**src/rtl/inst_fetch_buffer_pkg.sv**
```systemverilog
// Shared types and constants for the RV64 instruction fetch buffer.
// Optional FETCH_PERF_EN build adds fetch performance counters.
package inst_fetch_buffer_pkg;

  localparam int XLEN = 64;
  localparam int ILEN = 32;
  localparam logic [ILEN-1:0] NOP_INST = 32'h0000_0013;

  typedef enum logic {
    RUN,
    DRAIN
  } fetch_state_e;

  typedef struct packed {
    logic [XLEN-1:0] pc;
    logic [ILEN-1:0] inst;
  } fetch_entry_t;

endpackage

```
**src/rtl/inst_fetch_buffer_fifo.sv**
```systemverilog
// fetch_fifo: DEPTH-entry queue of {pc, inst} pairs with flush.
// Head is read straight from storage; count tracks occupancy.
module fetch_fifo
  import inst_fetch_buffer_pkg::*;
#(
  parameter int DEPTH = 2,
  localparam int AW = $clog2(DEPTH),
  localparam int CW = AW + 1
) (
  input  logic            clk,
  input  logic            rstn,
  input  logic            flush,
  input  logic            push,
  input  logic [XLEN-1:0] push_pc,
  input  logic [ILEN-1:0] push_inst,
  input  logic            pop,
  output logic            head_valid,
  output logic [XLEN-1:0] head_pc,
  output logic [ILEN-1:0] head_inst,
  output logic [CW-1:0]   count
);

  fetch_entry_t    mem [DEPTH];
  logic [AW-1:0]   wr_ptr;
  logic [AW-1:0]   rd_ptr;
  logic            do_pop;

  assign head_valid = (count != '0);
  assign do_pop     = pop && head_valid;
  assign head_pc    = mem[rd_ptr].pc;
  assign head_inst  = mem[rd_ptr].inst;

  always_ff @(posedge clk) begin
    if (!rstn || flush) begin
      wr_ptr <= '0;
      rd_ptr <= '0;
      count  <= '0;
    end else begin
      if (push)
        wr_ptr <= wr_ptr + 1'b1;
      if (do_pop)
        rd_ptr <= rd_ptr + 1'b1;
      count <= count + CW'(push) - CW'(do_pop);
    end
  end

  always_ff @(posedge clk) begin
    if (rstn && !flush && push)
      mem[wr_ptr] <= '{pc: push_pc, inst: push_inst};
  end

endmodule

```
**src/rtl/inst_fetch_buffer.sv**
```systemverilog
// RV64 fetch stage: owns the PC, issues reads, queues words for decode.
// Define FETCH_PERF_EN to add perf_fetched / perf_stall counters.
module inst_fetch_buffer
  import inst_fetch_buffer_pkg::*;
#(
  parameter logic [63:0] RESET_PC = 64'h0000_0000_0000_0000,
  parameter int          DEPTH    = 2
) (
  input  logic        clk,
  input  logic        rstn,
  output logic        imem_req,
  output logic [63:0] imem_addr,
  input  logic        imem_gnt,
  input  logic        imem_rvalid,
  input  logic [31:0] imem_rdata,
  input  logic        redirect,
  input  logic [63:0] redirect_pc,
  output logic        id_valid,
  input  logic        id_ready,
  output logic [63:0] id_pc,
`ifdef FETCH_PERF_EN
  output logic [31:0] id_inst,
  output logic [63:0] perf_fetched,
  output logic [63:0] perf_stall
`else
  output logic [31:0] id_inst
`endif
);

  localparam int AW = $clog2(DEPTH);
  localparam int CW = AW + 1;

  fetch_state_e  state_q, state_d;
  logic [63:0]   pc_q;
  logic [CW-1:0] out_q, out_d;
  logic [CW-1:0] fifo_count;
  logic [CW:0]   inflight;
  logic          grant;
  logic          rsp;
  logic          push;
  logic          head_valid;
  logic [31:0]   head_inst;

  // PCs of granted requests, oldest at aq_rd
  logic [63:0]   aq [DEPTH];
  logic [AW-1:0] aq_wr;
  logic [AW-1:0] aq_rd;

  assign inflight  = {1'b0, out_q} + {1'b0, fifo_count};
  assign imem_addr = pc_q;

  always_comb begin
    state_d  = state_q;
    imem_req = 1'b0;
    rsp      = imem_rvalid && (out_q != '0);
    if (rstn && !redirect && state_q == RUN)
      imem_req = inflight < (CW+1)'(DEPTH);
    grant = imem_req && imem_gnt;
    out_d = out_q + CW'(grant) - CW'(rsp);
    push  = rsp && !redirect && state_q == RUN;
    unique case (1'b1)
      redirect:
        state_d = (out_d != '0) ? DRAIN : RUN;
      !redirect && state_q == DRAIN && out_d == '0:
        state_d = RUN;
      default: ;
    endcase
  end

  always_ff @(posedge clk) begin
    if (!rstn) begin
      state_q <= RUN;
      pc_q    <= RESET_PC;
      out_q   <= '0;
      aq_wr   <= '0;
      aq_rd   <= '0;
    end else begin
      state_q <= state_d;
      out_q   <= out_d;
      if (redirect)
        pc_q <= redirect_pc & ~64'd3;
      else if (grant)
        pc_q <= pc_q + 64'd4;
      if (grant)
        aq_wr <= aq_wr + 1'b1;
      if (rsp)
        aq_rd <= aq_rd + 1'b1;
    end
  end

  always_ff @(posedge clk) begin
    if (grant)
      aq[aq_wr] <= pc_q;
  end

  fetch_fifo #(
    .DEPTH(DEPTH)
  ) u_fifo (
    .clk       (clk),
    .rstn      (rstn),
    .flush     (redirect),
    .push      (push),
    .push_pc   (aq[aq_rd]),
    .push_inst (imem_rdata),
    .pop       (id_ready),
    .head_valid(head_valid),
    .head_pc   (id_pc),
    .head_inst (head_inst),
    .count     (fifo_count)
  );

  assign id_valid = head_valid;
  assign id_inst  = head_valid ? head_inst : NOP_INST;

`ifdef FETCH_PERF_EN
  always_ff @(posedge clk) begin
    if (!rstn) begin
      perf_fetched <= '0;
      perf_stall   <= '0;
    end else begin
      if (push)
        perf_fetched <= perf_fetched + 64'd1;
      if (!head_valid && state_q == RUN)
        perf_stall <= perf_stall + 64'd1;
    end
  end
`endif

endmodule

```
**config.mk**
```make
export PLATFORM = sky130hd
export DESIGN_NAME = inst_fetch_buffer
export DESIGN_NICKNAME = d
export VERILOG_FILES = /design/src/rtl/inst_fetch_buffer_pkg.sv /design/src/rtl/inst_fetch_buffer_fifo.sv /design/src/rtl/inst_fetch_buffer.sv
export SDC_FILE = /design/constraint.sdc
export NUM_CORES = 1
export LEC_CHECK = 0
export BUFFER_PORTS_ARGS = -buffer_cell sky130_fd_sc_hd__buf_2
export CORE_MARGIN = 5
export CORE_UTILIZATION = 63
export CTS_BUF_LIST = sky130_fd_sc_hd__clkbuf_4
export DETAILED_ROUTE_END_ITERATION = 6
export PLACE_DENSITY = 0.88
export SYNTH_ARGS = -nofsm -noshare
export SYNTH_HDL_FRONTEND = slang
export SYNTH_HIERARCHICAL = 1
export SYNTH_SLANG_ARGS = --single-unit
export TNS_END_PERCENT = 100
```
**constraint.sdc**
```tcl
create_clock -name clk -period 14.75 [get_ports clk]
set_input_delay 0.7375 -clock clk [delete_from_list [all_inputs] [get_ports clk]]
set_output_delay 0.7375 -clock clk [all_outputs]
set_load 0.01 [all_outputs]
```
==> summary.txt <==
clock latency on the worst-skew pair - 700 ps
Final Non-Filler Cells - 1820
ys async rst share - 0%
Max clock buf depth - 3
layout cells sized above 1 - 41.05%
Worst-Margin Slew - 1133 ps
grt total ovfl - 0
slowest stage delay, CP - 870 ps
Reg clk slew, reported paths - 70 ps
Reg2Reg Setup Slack - 10960 ps
Hold Buf Count CTS - 0
Slowest cell on crit path - buf_4
GP Congestion - 0.8362
final WL - 38680 µm
Power Dens Cells - 129.7 nW/µm²
Syn Inst Count - 1102
Max-Cap Viols - 0
Final Hold Fails - 0
final setup vio count - 0
setup repair bufs after CTS - 0
port bufs - 259
count of warnings emitted by yosys - 6
Top-Level Pins - 264
GRT Total Usage - 26.11%
CP Class - reg -> out
status - finished, final reports clean
overall die area - 29240 µm²
delay-heaviest family, CP - buffers and inverters
crit path cell chain - buf_4 > mux2_2 > and2_1 > buf_2
First-pass DRT Iterations - 5
drt drc - 0
via count - 10924
Final Cycle Share - 25.95%
RSZ-0062 raised after global routing - false
DIE WIDTH - 171.0 µm
Top FF cell, synth - edfxtp_1
PostCTS Resize Cnt - 0
Core ar. - 25760 µm²
root buf cell - clkbuf_4
post-route minimum period - 3828 ps
Worst Hold Class - in -> reg
critical path arrival - 3090 ps
mean area per synthesized cell - 14.82 µm²
initial antenna violation count - 4
area grow syn2layout - 16.41%
Nets - 1516
largest net degree at the start of global routing - 74
CP Launch Type - register
first-pass GRT wire length - 59510 µm
Max Fclk - 0.2613 GHz
DR iter-0 viols - 1219
CP Capture Type - output port
placed instance count - 1648
TritonCTS clock tree - built
clock skew - 53.97 ps
max-slew violation count - 0
number of H-tree levels - 3
Cell variety after synth - 73
WP data required - 14010 ps
CTS buffer count - 93
DIE HEIGHT - 171.0 µm
DPL Wire Length - 24670 µm
crit path max fanout - 73
vias in the first global route - 11095
post-DR wirelength/cell - 21.25 µm
clock sink total - 389
Post-Synthesis Cell Area - 16330 µm²
Lkg Pwr - 6.970 nW
Final ANT Viol Nets - 0
EDFF count, synth - 316
# fillers - 1615
Worst VDD drop - 0.08444 mV
Fin Setup TNS - 0 ps
Hold Startpoint - imem_rdata[24]
Initial Util - 63.38%
Row Count - 59
worst rel slew slack - 23.77%
register area share after synthesis - 67.07%
Via-to-Cell Ratio - 6.002
worst r2r src - u_fifo/count[0]$_SDFF_PP0_
register bit total from synthesis - 389
Worst Path Buf+Inv - 2
## report_power, final
group | switching (mW) | internal [mW]
logic | 0.151 | 0.122
clock network | 0.406 | 0.472
registers | 0.0533 | 1.26
## path summary, 6_finish.rpt
path                                      end  cells past startpoint
setup / recovery                  id_inst[15]                      4
hold / removal    u_fifo/mem[0][24]$_DFFE_PP_                      1
setup reg to reg          aq[0][35]$_DFFE_PP_                      8
hold reg to reg                      register                      2
## synthesized netlist by cell type, types with 6 or more instances
cell        n  area [µm²]
nor4_1     19       118.9
and4_1     15       131.4
buf_2       7       35.03
a211oi_1   10       75.07
o211ai_1   10       75.07
a31oi_1    12       75.07
nor3_1     27       135.1
nand3_1    27       135.1
and2_1     39       244.0
inv_1      10       37.54
nor2_1     33       123.9
and3_1     17       106.4
dfxtp_1    73        1461
o31ai_1     6       45.04
mux2_4     40       600.6
o21ai_0    35       175.2
mux2_2    119        1340
xnor2_1    17       148.9
or3_1      10       62.56
nand2_1    50       187.7
nand4_1    24       150.1
a21oi_1    36       180.2
edfxtp_1  316        9489
or4_1       8       60.06
clkbuf_1   41       153.9
## sequential cells by signal, summed over array words and instances, names as in the netlist, named ones only
register	cells
state_q	1
u_fifo/rd_ptr	1
aq_rd	1
aq_wr	1
u_fifo/count	2
u_fifo/mem	192
aq	124
imem_addr	62
out_q	2
u_fifo/wr_ptr	1
## final cells by class
cell class / instances / area (µm²) / share of cell area [%]
clock buffer: 141 / 1059 / 5.569
clock inverter: 27 / 163.9 / 0.8624
tap: 335 / 419.2 / 2.205
inverter: 10 / 37.54 / 0.1975
sequential: 389 / 10960 / 57.64
antenna: 4 / 10.01 / 0.05266
multi-input combinational: 641 / 4961 / 26.10
timing repair buffer: 273 / 1401 / 7.373
## logic make-up (layout without fill, tap and decap cells)
group	after synthesis	count (layout)	synth area share (%)
flops	389	389	67.07
other cells	1	10	0.02297
buf+inv	77	451	2.820
simple gates	305	305	10.79
compound gates	140	140	5.464
fa+ha+maj	6	6	0.5058
mux	162	162	12.07
xor+xnor	22	22	1.264
## stage by stage
| step | instance area, µm² | utilization, % | worst slack [ps] | power, mW | hold slack (ps) |
|---|---|---|---|---|---|
| 6_report | 19010 | 73.78 | 10920 | 2.464 | 229.2 |
| 4_1_cts | 19000 | 73.74 | 10850 | 2.482 | 171.0 |
| 3_3_place_gp | 17770 | 68.99 | 10620 | 1.593 | 479.5 |
| 2_1_floorplan | 16350 | - | 5554 | 1.508 | 472.5 |
| 5_1_grt | 19000 | 73.76 | 10770 | 2.576 | 140.8 |
| 3_5_place_dp | 17770 | 68.99 | 10570 | 1.607 | 500.7 |
## placed cells by master (no fill, tap or decap), types with 35 or more instances in the layout
master    instances
edfxtp_1        316
buf_2           259
clkbuf_4        141
mux2_2          119
dfxtp_1          71
nand2_1          50
mux2_4           40
and2_1           38
a21oi_1          36
o21ai_0          35
## layer usage
layer | part of all wire [%] | vias up | track usage, %
met5 | 0.049 | - | 0
met4 | 2.8 | 4 | 9.886
met3 | 11 | 95 | 6.793
met2 | 48 | 675 | 41.82
met1 | 38 | 5200 | 34.80
li1 | - | 4950 | -
(Power assumes the default switching activity.)
